===== config.mk =====
export PLATFORM = sky130hd
export DESIGN_NAME = store_combine_buffer_flat
export DESIGN_NICKNAME = d
export VERILOG_FILES = /design/src/rtl/store_combine_buffer_pkg.sv /design/src/rtl/store_combine_buffer_if.sv /design/src/rtl/store_combine_buffer_line_byte_merge.sv /design/src/rtl/store_combine_buffer.sv /design/src/flat_wrapper.sv
export SDC_FILE = /design/constraint.sdc
export NUM_CORES = 1
export LEC_CHECK = 0
export BUFFER_PORTS_ARGS = -buffer_cell sky130_fd_sc_hd__buf_2
export CORE_UTILIZATION = 30
export DETAILED_ROUTE_END_ITERATION = 10
export GPL_TIMING_DRIVEN = 0
export PLACE_DENSITY = 0.49
export SLEW_MARGIN = 20
export SYNTH_ARGS = -nofsm -noshare
export SYNTH_HDL_FRONTEND = slang
export SYNTH_SLANG_ARGS = --single-unit

===== constraint.sdc =====
create_clock -name clk -period 2.9 [get_ports clk]
set_input_delay 0.29 -clock clk [delete_from_list [all_inputs] [get_ports clk]]
set_output_delay 0.29 -clock clk [all_outputs]
set_load 0.01 [all_outputs]

===== src/rtl/store_combine_buffer_pkg.sv =====
`default_nettype none
// ============================================================================
// Module      : store_combine_buffer_pkg
// Description : Shared LC-3b types and state encoding for the store combine buffer.
// Revision    : 1.0 - initial release
// ============================================================================
package store_combine_buffer_pkg;

    typedef logic [15:0]  lc3b_word;
    typedef logic [255:0] lc3b_burst;
    typedef logic [10:0]  lc3b_line_tag;
    typedef logic [31:0]  lc3b_byte_mask;
    typedef logic [3:0]   lc3b_word_idx;

    typedef enum logic [1:0] {
        SB_EMPTY   = 2'd0,
        SB_COLLECT = 2'd1,
        SB_DRAIN   = 2'd2
    } store_buf_state_t;

endpackage : store_combine_buffer_pkg
`default_nettype wire


===== src/rtl/store_combine_buffer_if.sv =====
`default_nettype none
// ============================================================================
// Module      : store_combine_buffer_if
// Description : CPU store port, flush and line drain port of the store combine buffer.
// Revision    : 1.0 - initial release
// ============================================================================
interface store_combine_buffer_if;
    import store_combine_buffer_pkg::*;

    logic          cpu_write;
    lc3b_word      cpu_address;
    lc3b_word      cpu_wdata;
    logic [1:0]    cpu_mem_byte_enable;
    logic          cpu_resp;
    logic          flush;
    logic          drain_valid;
    logic          drain_ready;
    lc3b_line_tag  drain_tag;
    lc3b_burst     drain_line;
    lc3b_byte_mask drain_mask;
    logic          empty;

    modport slave (
        input  cpu_write, cpu_address, cpu_wdata, cpu_mem_byte_enable, flush, drain_ready,
        output cpu_resp, drain_valid, drain_tag, drain_line, drain_mask, empty
    );

    modport master (
        output cpu_write, cpu_address, cpu_wdata, cpu_mem_byte_enable, flush, drain_ready,
        input  cpu_resp, drain_valid, drain_tag, drain_line, drain_mask, empty
    );

endinterface : store_combine_buffer_if
`default_nettype wire


===== src/rtl/store_combine_buffer_line_byte_merge.sv =====
`default_nettype none
// ============================================================================
// Module      : line_byte_merge
// Description : Combinational merge of one 16-bit store into a 32-byte line and mask.
// Revision    : 1.0 - initial release
// ============================================================================
module line_byte_merge
    import store_combine_buffer_pkg::*;
(
    input  lc3b_burst     line,
    input  lc3b_byte_mask mask,
    input  lc3b_word_idx  word_idx,
    input  lc3b_word      data,
    input  logic [1:0]    byte_en,
    output lc3b_burst     next_line,
    output lc3b_byte_mask next_mask
);

    always_comb begin
        next_line = line;
        next_mask = mask;
        if (byte_en[0]) begin
            next_line[{word_idx, 4'd0} +: 8] = data[7:0];
            next_mask[{word_idx, 1'b0}]      = 1'b1;
        end
        if (byte_en[1]) begin
            next_line[{word_idx, 4'd8} +: 8] = data[15:8];
            next_mask[{word_idx, 1'b1}]      = 1'b1;
        end
    end

endmodule : line_byte_merge
`default_nettype wire


===== src/rtl/store_combine_buffer.sv =====
`default_nettype none
// ============================================================================
// Module      : store_combine_buffer
// Description : Single-line write-combining buffer draining merged lines to L1.
//               Define STORE_BUF_TIMEOUT_EN to enable the idle-timeout drain.
// Revision    : 1.0 - initial release
// ============================================================================
module store_combine_buffer
    import store_combine_buffer_pkg::*;
#(
    parameter int unsigned IDLE_LIMIT = 16
) (
    input  wire logic             clk,
    input  wire logic             rst_n,
    store_combine_buffer_if.slave bus
);

    store_buf_state_t r_state;
    lc3b_burst        r_line;
    lc3b_byte_mask    r_mask;
    lc3b_line_tag     r_tag;

    lc3b_burst        w_base_line;
    lc3b_byte_mask    w_base_mask;
    lc3b_burst        w_merge_line;
    lc3b_byte_mask    w_merge_mask;
    logic             w_tag_hit;
    logic             w_accept;
    logic             w_timeout;
    logic             w_leave;

    if ((IDLE_LIMIT < 1) || (IDLE_LIMIT > 255)) begin : g_bad_idle_limit
        $error("IDLE_LIMIT must be in 1..255");
    end

    assign w_tag_hit = (bus.cpu_address[15:5] == r_tag);
    assign w_accept  = bus.cpu_write &
                       ((r_state == SB_EMPTY) | ((r_state == SB_COLLECT) & w_tag_hit));
    // Conflicting store, flush or timeout all end collection
    assign w_leave   = bus.flush | (bus.cpu_write & ~w_accept) | w_timeout;

    // The first store of a line merges into a clean line
    assign w_base_line = (r_state == SB_EMPTY) ? '0 : r_line;
    assign w_base_mask = (r_state == SB_EMPTY) ? '0 : r_mask;

    line_byte_merge u_merge (
        .line      (w_base_line),
        .mask      (w_base_mask),
        .word_idx  (bus.cpu_address[4:1]),
        .data      (bus.cpu_wdata),
        .byte_en   (bus.cpu_mem_byte_enable),
        .next_line (w_merge_line),
        .next_mask (w_merge_mask)
    );

`ifdef STORE_BUF_TIMEOUT_EN
    logic [7:0] r_idle_cnt;

    assign w_timeout = (r_state == SB_COLLECT) & ~w_accept & (r_idle_cnt == 8'(IDLE_LIMIT));

    always_ff @(posedge clk) begin
        if (!rst_n) begin
            r_idle_cnt <= 8'd0;
        end else if ((r_state != SB_COLLECT) || w_accept || w_leave) begin
            r_idle_cnt <= 8'd0;
        end else begin
            r_idle_cnt <= r_idle_cnt + 8'd1;
        end
    end
`else
    assign w_timeout = 1'b0;
`endif

    always_ff @(posedge clk) begin
        if (!rst_n) begin
            r_state <= SB_EMPTY;
            r_line  <= '0;
            r_mask  <= '0;
            r_tag   <= '0;
        end else begin
            case (r_state)
                SB_EMPTY: begin
                    if (w_accept) begin
                        r_tag   <= bus.cpu_address[15:5];
                        r_line  <= w_merge_line;
                        r_mask  <= w_merge_mask;
                        r_state <= SB_COLLECT;
                    end
                end
                SB_COLLECT: begin
                    if (w_accept) begin
                        r_line <= w_merge_line;
                        r_mask <= w_merge_mask;
                    end
                    if (w_leave) begin
                        r_state <= SB_DRAIN;
                    end
                end
                SB_DRAIN: begin
                    if (bus.drain_ready) begin
                        r_line  <= '0;
                        r_mask  <= '0;
                        r_state <= SB_EMPTY;
                    end
                end
                default: r_state <= SB_EMPTY;
            endcase
        end
    end

    assign bus.cpu_resp    = w_accept;
    assign bus.drain_valid = (r_state == SB_DRAIN);
    assign bus.drain_tag   = r_tag;
    assign bus.drain_line  = r_line;
    assign bus.drain_mask  = r_mask;
    assign bus.empty       = (r_state == SB_EMPTY);

endmodule : store_combine_buffer
`default_nettype wire

===== src/flat_wrapper.sv =====
// flat-port wrapper written by rule: the top's interface ports become plain ports
module store_combine_buffer_flat import store_combine_buffer_pkg::*;
#(
    parameter int unsigned IDLE_LIMIT = 16
)
  (clk, rst_n, bus_cpu_write, bus_cpu_address, bus_cpu_wdata, bus_cpu_mem_byte_enable, bus_flush, bus_drain_ready, bus_cpu_resp, bus_drain_valid, bus_drain_tag, bus_drain_line, bus_drain_mask, bus_empty);
  store_combine_buffer_if bus_i ();
  input  wire logic clk;
  input  wire logic rst_n;
  input wire logic [$bits(bus_i.cpu_write)-1:0] bus_cpu_write;
  input wire logic [$bits(bus_i.cpu_address)-1:0] bus_cpu_address;
  input wire logic [$bits(bus_i.cpu_wdata)-1:0] bus_cpu_wdata;
  input wire logic [$bits(bus_i.cpu_mem_byte_enable)-1:0] bus_cpu_mem_byte_enable;
  input wire logic [$bits(bus_i.flush)-1:0] bus_flush;
  input wire logic [$bits(bus_i.drain_ready)-1:0] bus_drain_ready;
  output wire logic [$bits(bus_i.cpu_resp)-1:0] bus_cpu_resp;
  output wire logic [$bits(bus_i.drain_valid)-1:0] bus_drain_valid;
  output wire logic [$bits(bus_i.drain_tag)-1:0] bus_drain_tag;
  output wire logic [$bits(bus_i.drain_line)-1:0] bus_drain_line;
  output wire logic [$bits(bus_i.drain_mask)-1:0] bus_drain_mask;
  output wire logic [$bits(bus_i.empty)-1:0] bus_empty;
  assign bus_i.cpu_write = bus_cpu_write;
  assign bus_i.cpu_address = bus_cpu_address;
  assign bus_i.cpu_wdata = bus_cpu_wdata;
  assign bus_i.cpu_mem_byte_enable = bus_cpu_mem_byte_enable;
  assign bus_i.flush = bus_flush;
  assign bus_i.drain_ready = bus_drain_ready;
  assign bus_cpu_resp = bus_i.cpu_resp;
  assign bus_drain_valid = bus_i.drain_valid;
  assign bus_drain_tag = bus_i.drain_tag;
  assign bus_drain_line = bus_i.drain_line;
  assign bus_drain_mask = bus_i.drain_mask;
  assign bus_empty = bus_i.empty;
  store_combine_buffer #(.IDLE_LIMIT(IDLE_LIMIT)) u_core (.clk(clk), .rst_n(rst_n), .bus(bus_i));
endmodule

==> impl_metrics.tcl, run 1 <==
set metrics [dict create \
    use_met3_pct 5.27 \
    finalInstanceArea_um2 15200 \
    slowest_stage "nor3_1" \
    rows 71 \
    drt-initial-drc-count 568 \
    synth_ff_type "dfxtp_1" \
    path_delay_family "simple AND/OR/NAND/NOR gates" \
    first_pass_iters 5 \
    worst_hold_slack_ns 0.0398 \
    min_period_ns 2.85 \
    io_buffer_count 333 \
    synthAdderAreaFrac_pct 0.646 \
    slowest_delay_ns 0.87 \
    post-dp-hpwl_um 33800 \
    ios 341 \
    synth_top_area_cell "dfxtp_1" \
    critPathMaxFanout 8 \
    synth-compound-area-share_pct 26.1 \
    ys_top_cells_by_area "dfxtp_1, o2bb2ai_1, a22o_1" \
    powerDensity_nw_per_um2 616 \
    overflow 0 \
    core_area_um2 37800 \
    hold_path.class "input port to register" \
    clock-root-buffer "clkbuf_16" \
    synth-simple-area-share_pct 15.8 \
    gp_congestion 0.851 \
    leakagePower_uw 0.00641 \
    yosysSeqAreaShare_pct 51.9 \
    placed_cells 2050 \
    dpl_cell_area_um2 13900 \
    drive_above_1_share_pct 27.9 \
    post-route-period-util_pct 98.4 \
    syn-num-nets 1251 \
    die_y_um 199 \
    synth-xor-area-share_pct 0.905 \
    vias 10900 \
    holdBufCountCts 0 \
    clk_pin_slew_ns 0.06 \
    relSlewSlack_pct 32.9 \
    routed_wl_um 45600 \
    ys_ff_latch 301 \
    dieArea_um2 39500 \
    area_growth_pct 30.7 \
    n_antenna_cell 0 \
    synth.most_common_cell "dfxtp_1" \
    setup.worst_path.start_class "register" \
    grt_pass1_wl_um 66400 \
    antenna_left 0 \
    clockBufferDepth 3 \
    grt_pass1_vias 10200 \
    die_x_um 199 \
    synthMuxAreaShare_pct 1.30 \
    yosysUniqueCellTypes 54 \
    gr-usage-met2_pct 36.2 \
    drc 0 \
    fin_ws_ns 0.0450 \
    finalSetupViolCount 0 \
    grt_start_max_net_pins 13 \
    preCtsSetupSlack_ns -1.33 \
    end_kind "register" \
    viasPerCell 5.14 \
    grt_usage_pct 22.5 \
    worst-path-buf-inv 1 \
    required_ns 3.38 \
    synth_cells 1206 \
    worst_pin_slew_ns 0.999 \
    synth_top_family_by_area "compound AO/OA/AOI/OAI gates" \
    outcome "completed" \
    drv_cap 0 \
    report.final.hold_viol_count 0 \
    syn_area_um2 11600 \
    syn-mean-instance-area_um2 9.63 \
    postLayoutCoreUtil_pct 40.1 \
    finalNonFillerCells 2114 \
    synth_top_area_share_pct 51.9 \
    routedWlPerCell_um 21.6 \
    synth_commonest_cells "dfxtp_1, nand2_1, o2bb2ai_1, nand3_1, a22o_1" \
    arrival_ns 3.33 \
    worst_clock_skew_ns 0.0106 \
    ys_warn_count 0 \
    antenna_found_initial 0 \
    grtUsageMet1_pct 29.3 \
    cts_tree "built" \
    start_util_pct 30.7 \
    fmax_ghz 0.350 \
    synth_edf_count 0 \
    maxSlewViolCount 0 \
    async_flop_share_pct 0 \
    cts_buffers 35 \
    htree_num_levels 2 \
    clock_sinks 301 \
    final_nets 1624 \
    clock_latency_ns 0.54 \
    crit_chain "buf_2, nand2b_1, or4_4, o31a_1, nor3_1, a32o_1" \
    gr-max-usage-layer "met2" \
    max-vdd-ir-drop_v 0.000305 \
    critical_path_class "register to register" \
]
-- cell families after synthesis --
group           after synthesis
mux                          15
compound gates              400
fa+ha+maj                     6
buf+inv                      97
xor+xnor                     12
simple gates                375
flops                       301
-- final cells by class --
| class | count | area [µm²] |
|---|---|---|
| Timing Repair Buffer | 339 | 1710 |
| Buffer | 82 | 345 |
| Sequential cell | 301 | 6030 |
| Tap cell | 511 | 639 |
| Inverter | 12 | 45.0 |
| Clock buffer | 53 | 1040 |
| Clock inverter | 8 | 82.6 |
| Fill cell | 3975 | 22700 |
| Multi-Input combinational cell | 808 | 5290 |
-- metal layers --
layer  up-vias  wire, µm
met5         -         0
met4         0      1150
met2       349     21000
met1      5240     20400
li1       5213         -
met3        64      3010
-- cell usage in the layout (no fill, tap or decap), types with 14 or more instances in the layout --
| master | synthesis | layout |
|---|---|---|
| buf_2 | 10 | 339 |
| dfxtp_1 | 301 | 301 |
| nand2_1 | 137 | 134 |
| o2bb2ai_1 | 93 | 93 |
| nand3_1 | 85 | 84 |
| a22o_1 | 83 | 83 |
| o21ai_0 | 74 | 74 |
| clkbuf_1 | 65 | 68 |
| nor2_1 | 43 | 41 |
| clkbuf_16 | 0 | 36 |
| a21boi_0 | 35 | 35 |
| a32o_1 | 29 | 29 |
| a21oi_1 | 27 | 26 |
| nor2b_1 | 23 | 23 |
| a22oi_1 | 22 | 22 |
| and2_1 | 14 | 14 |
| or3_1 | 14 | 14 |
-- sequential cells by signal, indices dropped and copies added (netlist names) --
register,flops
u_core.bus.drain_line,256
u_core.bus.drain_mask,32
u_core.bus.drain_tag,11
u_core.r_state,2
-- metrics by stage --
step / setup TNS [ns] / power, µW
global route: -0.00277 / 9680
detailed placement: -77.69 / 5060
global placement: -72.30 / 5060
floorplan: 0 / 4730
CTS: 0 / 9430
finish: 0 / 9350
-- power breakdown --
part           internal [µW]  switching (µW)  total (µW)
combinational            201             592         793
clock                   2580            1780        4360
sequential              4170            24.3        4190
total                   6950            2400        9350
-- worst paths after layout --
path                                      startpoint                                 endpoint  slack (ns)  cells after the start
max                   u_core.r_state[1]$_SDFFE_PN0P_  u_core.bus.drain_line[201]$_SDFFE_PN0P_        0.05                      6
min reg2reg  u_core.bus.drain_line[164]$_SDFFE_PN0P_  u_core.bus.drain_line[164]$_SDFFE_PN0P_        0.45                      2
min                               bus_cpu_address[8]     u_core.bus.drain_tag[3]$_SDFFE_PN0P_        0.04                      3
max reg2reg           u_core.r_state[1]$_SDFFE_PN0P_  u_core.bus.drain_line[201]$_SDFFE_PN0P_        0.05                      6
-- worst min-delay path, stage by stage --
cell	delay, ns
buf_2	0.10
mux2i_1	0.06
nor2b_1	0.09
-- what timing repair did --
item	in CTS	in global routing
setup endpoints to repair	154	175
gates resized for setup	7	24
pin swaps	3	1
buffers inserted	3	3
Power figures use the tool's default switching activity.
==> inputs of run 2 (changes only) <==
- CORE_UTILIZATION: 30 -> 44
- PLACE_DENSITY: 0.49 -> 0.79
==> impl_metrics.tcl, run 2 (synthesis results as in run 1) <==
set metrics [dict create \
    grt_start_max_net_pins 16 \
    min_period_ns 2.81 \
    die_x_um 164 \
    area_growth_pct 26.9 \
    postLayoutCoreUtil_pct 56.7 \
    start_util_pct 44.7 \
    relSlewSlack_pct 33.8 \
    holdBufCountCts 0 \
    slowest_stage "or4_4" \
    clock-root-buffer "clkbuf_16" \
    clk_pin_slew_ns 0.06 \
    final_nets 1618 \
    maxSlewViolCount 0 \
    grt_pass1_vias 10600 \
    setup.worst_path.start_class "register" \
    critPathMaxFanout 10 \
    post-dp-hpwl_um 30300 \
    multi_input_area_um2 5250 \
    post-route-period-util_pct 96.9 \
    gp_congestion 0.905 \
    leakagePower_uw 0.00631 \
    vias 11400 \
    largest_reg_flops 256 \
    ff_latch_area_um2 6030 \
    core_area_um2 26000 \
    dieArea_um2 27100 \
    htree_num_levels 1 \
    routedWlPerCell_um 21.2 \
    slowest_delay_ns 0.50 \
    final_cell_mix "buf_2, dfxtp_1, nand2_1" \
    required_ns 2.61 \
    fmax_ghz 0.356 \
    cts_tree "built" \
    clock_sinks 301 \
    clock_latency_ns 0.55 \
    end_kind "primary output" \
    ios 341 \
    viasPerCell 5.87 \
    rsz0062_at_grt "false" \
    routed_wl_um 41000 \
    drc 0 \
    overflow 0 \
    tns_ns 0 \
    worst_clock_skew_ns 0.0107 \
    placed_cells 1874 \
    nFillCells 2327 \
    finalNonFillerCells 1934 \
    cts_buffers 29 \
    report.final.hold_viol_count 0 \
    critical_path_class "register to primary output" \
    finalSetupViolCount 0 \
    drv_cap 0 \
    hold_path.class "input port to register" \
    crit_chain "buf_2, nand2b_1, or4_4, o31ai_4, nand2_2, inv_1, buf_2" \
    max-vdd-ir-drop_v 0.000584 \
    rows 59 \
    arrival_ns 2.52 \
    worst_pin_slew_ns 0.990 \
    grt_pass1_wl_um 60400 \
    first_pass_iters 5 \
    drive_above_1_share_pct 27.2 \
    antenna_left 0 \
    crit_top_cell "buf_2" \
    die_y_um 164 \
    antenna_found_initial 3 \
    drt-initial-drc-count 936 \
    clockBufferDepth 3 \
    final_common_cell "buf_2" \
    io_buffer_count 333 \
    grt_usage_pct 28.9 \
    outcome "completed" \
    powerDensity_nw_per_um2 595 \
]
[run 2: area by class of cell]
type                       count  area share (%)
sequential                   301            40.9
multi-input combinational    808            35.6
timing repair buffer         339            11.6
clock buffer                  38            5.49
tap                          335            2.84
buffer                        82            2.27
clock inverter                14           0.942
inverter                      12           0.305
antenna                        5          0.0849
[run 2: critical path, delay by kind of cell (launching register included)]
kind,cells,cell delay (ns)
AO/OA/AOI/OAI,1,0.23
buffers and inverters,3,0.57
AND/OR/NAND/NOR,3,0.84
flip-flops,1,0.32
[run 2: power breakdown]
part	internal, µW	switching, µW	total [µW]	leakage, µW
clock	2150	1660	3810	0.000469
sequential	4170	25.1	4190	0.00243
combinational	197	574	770	0.00341
total	6510	2260	8770	0.00631
[run 2: stage by stage]
step | power, µW | area, µm² | setup slack [ns] | hold WS, ns
6_report | 8770 | 14700 | 0.0903 | 0.0319
5_1_grt | 9020 | 14700 | 0.000759 | 0.0370
4_1_cts | 8780 | 14700 | 0.0221 | 0.0154
3_5_place_dp | 5030 | 13700 | -1.10 | 0.439
3_3_place_gp | 5020 | 13700 | -1.08 | 0.431
2_1_floorplan | 4730 | 11600 | 0.0253 | 0.440
[run 2: path summary, 6_finish.rpt]
path,slack [ns],cells past startpoint,endpoint,startpoint
max,0.09,7,bus_cpu_resp,u_core.r_state[0]$_SDFFE_PN0P_
min,0.03,3,u_core.bus.drain_tag[5]$_SDFFE_PN0P_,bus_cpu_address[10]
max reg2reg,0.09,8,u_core.bus.drain_line[134]$_SDFFE_PN0P_,u_core.r_state[0]$_SDFFE_PN0P_
min reg2reg,0.45,2,u_core.bus.drain_mask[26]$_SDFFE_PN0P_,u_core.bus.drain_mask[26]$_SDFFE_PN0P_
[run 2: repair_timing]
item | CTS | global route
pin swaps | 2 | 0
setup buffers | 3 | 3
endpoints found under the setup margin | 32 | 58
cloned | 0 | 0
resized for setup | 5 | 8
[run 2: metal layers]
layer / vias to the layer above / GRT usage, % / share of wire, %
li1: 5199 / - / -
met1: 5445 / 36.0 / 41
met2: 611 / 48.1 / 46
met3: 99 / 6.35 / 9.0
met4: 0 / 11.9 / 3.5
met5: - / 0 / 0
